$ cat src/rtl/lcd_text_fmt_if.sv
// rtl/lcd_text_fmt_if.sv - request/reading/row bundle between the fishbowl sensors, lcd_text_fmt and the LCD driver
//
// Signals:
//   upd_req    update request (sampled every rising edge)
//   temp_data  DS18B20 reading, two's complement, LSB = 1/16 degC
//   level_pct  water level in percent, unsigned
//   busy       conversion in progress
//   rows_vld   one-cycle pulse when row_1/row_2 take new content
//   row_1      line 1 text, MSB byte = leftmost character
//   row_2      line 2 text, MSB byte = leftmost character
// Modports: master drives request and readings; slave (the formatter) drives status and rows.
interface lcd_text_fmt_if;
  logic         upd_req;
  logic [15:0]  temp_data;
  logic [6:0]   level_pct;
  logic         busy;
  logic         rows_vld;
  logic [127:0] row_1;
  logic [127:0] row_2;

  modport master (
    output upd_req, temp_data, level_pct,
    input  busy, rows_vld, row_1, row_2
  );

  modport slave (
    input  upd_req, temp_data, level_pct,
    output busy, rows_vld, row_1, row_2
  );
endinterface

$ cat src/rtl/lcd_text_fmt.sv
// rtl/lcd_text_fmt.sv - temperature/level to two 16-character ASCII rows for the LCD1602 driver
//
// On request, captures the temperature and level readings. Converts both to BCD with an
// 8-cycle sequential double dabble. Loads row_1/row_2 in one step, so the driver never
// sees a half-written row.
// Optional feature macro: LCD_ALARM_EN (adds " LOW "/" HIGH" status in row_2 chars 12-16).
//
// Ports:
//   clk    system clock, 50 MHz
//   rst_n  asynchronous active-low reset
//   bus    lcd_text_fmt_if.slave: upd_req, temp_data, level_pct in; busy, rows_vld, row_1, row_2 out
module lcd_text_fmt #(
  parameter int LEVEL_LOW  = 20,
  parameter int LEVEL_HIGH = 90
) (
  input  logic          clk,
  input  logic          rst_n,
  lcd_text_fmt_if.slave bus
);

  localparam logic [127:0] ROW1_RST  = "TEMP:  ---.- C  ";
  localparam logic [127:0] ROW2_RST  = "LEVEL: ---%     ";
  localparam logic [47:0]  TEMP_PFX  = "TEMP: ";
  localparam logic [31:0]  TEMP_SFX  = " C  ";
  localparam logic [55:0]  LEVEL_PFX = "LEVEL: ";
  localparam logic [7:0]   CH_PLUS   = 8'h2B;
  localparam logic [7:0]   CH_MINUS  = 8'h2D;
  localparam logic [7:0]   CH_DOT    = 8'h2E;
  localparam logic [7:0]   CH_PCT    = 8'h25;
  localparam logic [39:0]  BLANK5    = "     ";

  typedef enum logic [1:0] {IDLE, CONV, PACK} state_t;

  state_t       state, state_next;
  logic [2:0]   shift_cnt;
  logic [19:0]  temp_dd;     // {hundreds, tens, ones, integer degC}
  logic [19:0]  level_dd;    // {hundreds, tens, ones, clamped level}
  logic         neg;
  logic         range_err;
  logic [3:0]   frac;
  logic [127:0] row_1_q, row_2_q;
  logic         rows_vld_q;
  logic [127:0] row_1_next, row_2_next;
  logic [39:0]  status;

  logic [15:0]  mag;
  logic [7:0]   level_clamp;
  logic [3:0]   frac_next;

  function automatic logic [19:0] dd_step(input logic [19:0] r);
    logic [19:0] a;
    a = r;
    if (a[19:16] >= 4'd5) a[19:16] = a[19:16] + 4'd3;
    if (a[15:12] >= 4'd5) a[15:12] = a[15:12] + 4'd3;
    if (a[11:8]  >= 4'd5) a[11:8]  = a[11:8]  + 4'd3;
    return {a[18:0], 1'b0};
  endfunction

  function automatic logic [7:0] asc(input logic [3:0] d);
    return {4'h3, d};
  endfunction

  // Capture-side arithmetic on the live inputs.
  always_comb begin
    mag         = bus.temp_data[15] ? (~bus.temp_data + 16'd1) : bus.temp_data;
    level_clamp = (bus.level_pct > 7'd100) ? 8'd100 : {1'b0, bus.level_pct};
    // Tenths digit = floor(sixteenths * 10 / 16), tabulated.
    case (mag[3:0])
      4'd0, 4'd1:   frac_next = 4'd0;
      4'd2, 4'd3:   frac_next = 4'd1;
      4'd4:         frac_next = 4'd2;
      4'd5, 4'd6:   frac_next = 4'd3;
      4'd7:         frac_next = 4'd4;
      4'd8, 4'd9:   frac_next = 4'd5;
      4'd10, 4'd11: frac_next = 4'd6;
      4'd12:        frac_next = 4'd7;
      4'd13, 4'd14: frac_next = 4'd8;
      default:      frac_next = 4'd9;
    endcase
  end

  always_ff @(posedge clk or negedge rst_n) begin
    if (!rst_n) state <= IDLE;
    else        state <= state_next;
  end

  always_comb begin
    state_next = state;
    case (state)
      IDLE:    if (bus.upd_req) state_next = CONV;
      CONV:    if (shift_cnt == 3'd7) state_next = PACK;
      PACK:    state_next = IDLE;
      default: state_next = IDLE;
    endcase
  end

`ifdef LCD_ALARM_EN
  logic [7:0] level_q;

  always_ff @(posedge clk or negedge rst_n) begin
    if (!rst_n)                              level_q <= 8'd0;
    else if (state == IDLE && bus.upd_req)   level_q <= level_clamp;
  end

  always_comb begin
    status = BLANK5;
    if (level_q < 8'(LEVEL_LOW))       status = " LOW ";
    else if (level_q > 8'(LEVEL_HIGH)) status = " HIGH";
  end
`else
  // Thresholds only matter with the alarm field; keep them referenced without logic.
  localparam int unused_level_bounds = LEVEL_LOW + LEVEL_HIGH;

  always_comb begin
    status = BLANK5;
  end
`endif

  // Row images built from the finished BCD registers.
  always_comb begin
    row_1_next = ROW1_RST;
    if (!range_err) begin
      row_1_next = {TEMP_PFX, (neg ? CH_MINUS : CH_PLUS),
                    asc(temp_dd[19:16]), asc(temp_dd[15:12]), asc(temp_dd[11:8]),
                    CH_DOT, asc(frac), TEMP_SFX};
    end
    row_2_next = {LEVEL_PFX, asc(level_dd[19:16]), asc(level_dd[15:12]),
                  asc(level_dd[11:8]), CH_PCT, status};
  end

  always_ff @(posedge clk or negedge rst_n) begin
    if (!rst_n) begin
      shift_cnt  <= 3'd0;
      temp_dd    <= 20'd0;
      level_dd   <= 20'd0;
      neg        <= 1'b0;
      range_err  <= 1'b0;
      frac       <= 4'd0;
      row_1_q    <= ROW1_RST;
      row_2_q    <= ROW2_RST;
      rows_vld_q <= 1'b0;
    end else begin
      rows_vld_q <= (state == PACK);
      case (state)
        IDLE: begin
          if (bus.upd_req) begin
            shift_cnt <= 3'd0;
            temp_dd   <= {12'd0, mag[11:4]};
            level_dd  <= {12'd0, level_clamp};
            neg       <= bus.temp_data[15];
            range_err <= |mag[15:12];
            frac      <= frac_next;
          end
        end
        CONV: begin
          temp_dd   <= dd_step(temp_dd);
          level_dd  <= dd_step(level_dd);
          shift_cnt <= shift_cnt + 3'd1;
        end
        PACK: begin
          row_1_q <= row_1_next;
          row_2_q <= row_2_next;
        end
        default: ;
      endcase
    end
  end

  assign bus.busy     = (state != IDLE);
  assign bus.rows_vld = rows_vld_q;
  assign bus.row_1    = row_1_q;
  assign bus.row_2    = row_2_q;

endmodule
$ cat src/flat_wrapper.sv
// flat-port wrapper written by rule: the top's interface ports become plain ports
module lcd_text_fmt_flat 
#(
  parameter int LEVEL_LOW  = 20,
  parameter int LEVEL_HIGH = 90
)
  (clk, rst_n, bus_upd_req, bus_temp_data, bus_level_pct, bus_busy, bus_rows_vld, bus_row_1, bus_row_2);
  lcd_text_fmt_if bus_i ();
  input  logic clk;
  input  logic rst_n;
  input wire logic [$bits(bus_i.upd_req)-1:0] bus_upd_req;
  input wire logic [$bits(bus_i.temp_data)-1:0] bus_temp_data;
  input wire logic [$bits(bus_i.level_pct)-1:0] bus_level_pct;
  output wire logic [$bits(bus_i.busy)-1:0] bus_busy;
  output wire logic [$bits(bus_i.rows_vld)-1:0] bus_rows_vld;
  output wire logic [$bits(bus_i.row_1)-1:0] bus_row_1;
  output wire logic [$bits(bus_i.row_2)-1:0] bus_row_2;
  assign bus_i.upd_req = bus_upd_req;
  assign bus_i.temp_data = bus_temp_data;
  assign bus_i.level_pct = bus_level_pct;
  assign bus_busy = bus_i.busy;
  assign bus_rows_vld = bus_i.rows_vld;
  assign bus_row_1 = bus_i.row_1;
  assign bus_row_2 = bus_i.row_2;
  lcd_text_fmt #(.LEVEL_LOW(LEVEL_LOW), .LEVEL_HIGH(LEVEL_HIGH)) u_core (.clk(clk), .rst_n(rst_n), .bus(bus_i));
endmodule
$ cat config.mk
export PLATFORM = sky130hd
export DESIGN_NAME = lcd_text_fmt_flat
export DESIGN_NICKNAME = d
export VERILOG_FILES = /design/src/rtl/lcd_text_fmt_if.sv /design/src/rtl/lcd_text_fmt.sv /design/src/flat_wrapper.sv
export SDC_FILE = /design/constraint.sdc
export NUM_CORES = 1
export LEC_CHECK = 0
export ABC_AREA = 1
export BUFFER_PORTS_ARGS = -buffer_cell sky130_fd_sc_hd__buf_2
export CORE_ASPECT_RATIO = 1.5
export CORE_MARGIN = 10
export CORE_UTILIZATION = 48
export DETAILED_ROUTE_END_ITERATION = 10
export HOLD_SLACK_MARGIN = 0.08
export PLACE_DENSITY = 0.86
export SYNTH_ARGS = -nofsm -noshare
export SYNTH_HDL_FRONTEND = slang
export SYNTH_SLANG_ARGS = --single-unit
$ cat constraint.sdc
create_clock -name clk -period 2.05 [get_ports clk]
set_clock_uncertainty 0.2 [all_clocks]
set_input_delay 0.205 -clock clk [delete_from_list [all_inputs] [get_ports clk]]
set_output_delay 0.205 -clock clk [all_outputs]
set_load 0.01 [all_outputs]
==> results_dict.tcl <==
set metrics [dict create \
    crit-reg2reg-launch "u_core.state[0]" \
    setup_violations 0 \
    cts_root_buffer "clkbuf_16" \
    n_fill_cell 1169 \
    finish.utilization 0.499 \
    clk_path_buf_depth 2 \
    layout-area-overhead-vs-synth_pct 1.45 \
    worstSetupStartpoint "u_core.state[0]" \
    yosys.cell_types.count 35 \
    place.detailed.hpwl_um 10600 \
    grt_usage 0.143 \
    worstSetupEndpoint "u_core.level_dd[4]" \
    first_pass_grt_wire_length_um 20800 \
    cts_made_buffers 9 \
    drcViolationCount 0 \
    route.vias.total 4123 \
    fp.dieH_um 156 \
    worstPathArrival_ns 1.85 \
    fin_worst_hold_slack_ns 0.0913 \
    sequential_to_total_area_share_from_yosys_stat 0.358 \
    postCtsSetupRepairBufs 0 \
    row_count 49 \
    drive_gt1_frac 0.171 \
    min_path_type "input port to flip-flop" \
    max_freq_ghz 0.560 \
    worst_setup_path_end_kind "flip-flop" \
    cellPowerDensity_mw_per_mm2 1300 \
    timing.critical_path.required_ns 2.12 \
    regArea_mm2 0.00213 \
    dieArea_mm2 0.0173 \
    power.leakage_nw 3.19 \
    route.final.wire_length_um 13200 \
    drt_pass1_iterations 4 \
    grt_antenna_before_repair 0 \
    avgRoutedWirePerCell_um 13.8 \
    setup_repair_after_global_routing_missed_its_margin "false" \
    cells_after_synthesis 713 \
    skew_pair_late_insertion_delay_ns 0.33 \
    htree_levels 3 \
    final.setup.tns_ns 0 \
    drt.antenna.violating_nets 0 \
    finalWorstPathRequiredPeriod_ns 1.79 \
    n_antenna_cell 0 \
    viasPerCell 4.34 \
    maxCapViolCount 0 \
    layout.nets 835 \
    clock_net_sink_count 84 \
    p_total_w 0.00781 \
    timing.reg2reg.worst_path_depth 6 \
    count_of_pins_over_their_slew_limit 0 \
    ys_warns 0 \
    grt_start_max_net_pins 36 \
    initial_core_util 0.492 \
    num_io_pins 284 \
    first_iter_violations 143 \
    placed_cell_area_mm2 0.00558 \
    final_design_area_no_fill_mm2 0.00602 \
    die-width_um 111 \
    cts.reportedPaths.clkPinSlew_ns 0.06 \
    timing.setup.critical_path_class "flip-flop to flip-flop" \
    critical_path.reg2reg.endpoint "u_core.level_dd[4]" \
    multi_input_comb_area_mm2 0.00263 \
    outcome "completed" \
    place_congestion 0.842 \
    fp.coreArea_mm2 0.0121 \
    r2r_setup_slack_ns 0.26 \
    synth_area_per_cell_um2 8.33 \
    irDropWorstVdd_uv 501 \
    place.port_buffers 66 \
    hold_viol 0 \
    critical_path.startpoint_type "flip-flop" \
    tritoncts "built" \
    synth_seq_cells 84 \
    final.period_utilization 0.872 \
    area_of_the_mapped_netlist_mm2 0.00594 \
    gr-total-overflow 0 \
    critical_path.max_fanout 7 \
    first_global_vias 4420 \
]
sequential cells by signal (all words and copies together) (netlist names):
name                 flops
u_core.level_dd         20
u_core.range_err         1
u_core.frac              4
u_core.bus.row_2        13
u_core.state             2
u_core.bus.row_1        19
u_core.neg               1
u_core.shift_cnt         3
u_core.bus.rows_vld      1
u_core.temp_dd          20
synth_stat cells (all sizes together):
library cell	count	area share
buf	235	0.29
nand2	94	0.060
o21ai	72	0.066
dfrtp	63	0.27
nor2	60	0.043
inv	58	0.037
dfstp	21	0.093
nand3	21	0.018
a21oi	20	0.017
ha	17	0.036
xor2	13	0.019
o22ai	11	0.018
a22oi	8	0.010
o32ai	5	0.0074
clkbuf	4	0.0025
a22o	3	0.0044
conb	2	0.0013
a31oi	1	0.0011
nand3b	1	0.0013
nor3	1	0.00084
o22a	1	0.0015
or2	1	0.0011
xnor2	1	0.0015
cells in the final DEF, fill, tap and decap left out, drive strengths merged:
cell type / instances
clkinvlp: 2
o22a: 1
nor3: 1
o21ai: 72
dfstp: 21
xor2: 13
nand3b: 1
o22ai: 11
dfrtp: 63
a21oi: 20
nand3: 21
nand2: 94
a22o: 3
clkinv: 2
or2: 1
nor2: 60
o32ai: 5
dlygate4sd3: 17
a31oi: 1
a22oi: 8
conb: 217
ha: 17
buf: 75
clkbuf: 12
xnor2: 1
inv: 58
worst min path at each step:
stage	start	end	slack, ns	depth (start not counted)
6_report	bus_temp_data[11]	u_core.temp_dd[7]	0.09	4
5_1_grt	bus_temp_data[11]	u_core.temp_dd[7]	0.13	4
4_1_cts	bus_temp_data[11]	u_core.temp_dd[7]	0.08	4
3_5_place_dp	rst_n	u_core.level_dd[15]	-0.001	1
3_3_place_gp	rst_n	u_core.level_dd[15]	-0.008	1
2_1_floorplan	rst_n	u_core.bus.row_1[33]	-0.29	0
metrics by stage:
stage | cells | setup slack, ns
floorplan | 928 | 0.468
global placement | 917 | 0.264
detailed placement | 917 | 0.209
CTS | 950 | 0.269
global route | 950 | 0.122
finish | 950 | 0.263
metal layers:
layer | wire (µm) | global-route usage
met5 | 0 | 0
met1 | 5160 | 0.147
met3 | 1150 | 0.0597
met2 | 6600 | 0.253
met4 | 237 | 0.0522
layout make-up:
cell class / count / area share
timing repair buffer: 92 / 0.0968
multi-input combinational: 547 / 0.437
clock inverter: 4 / 0.00415
sequential: 84 / 0.353
clock buffer: 12 / 0.0409
inverter: 58 / 0.0366
tap: 153 / 0.0318
timing repair:
action	4_1_cts	5_1_grt
resized for setup	0	0
hold buffers	17	0
hold endpoints to repair	67	0
cell families after synthesis:
group / Yosys count / share of synthesized area
and+or+nand+nor: 178 / 0.124
xor gates and xnor gates: 14 / 0.0206
DFF: 84 / 0.358
buffers and inverters: 297 / 0.335
other: 2 / 0.00126
adders and majority gates: 17 / 0.0358
AOI/OAI and AO/OA: 121 / 0.125
report_power, final:
| part | internal (W) | switching, W |
|---|---|---|
| clock network | 0.000849 | 0.000615 |
| registers | 0.00252 | 0.000406 |
| logic | 0.00125 | 0.00217 |
worst max-delay path, cell delays in order (launching register included):
cell,delay [ns]
dfrtp_1,0.42
nor2_2,0.13
nand2_2,0.07
inv_2,0.16
nand3_1,0.09
dlygate4sd3_1,0.57
nand3_1,0.08
Note: power is estimated with default switching activity, not from simulation.
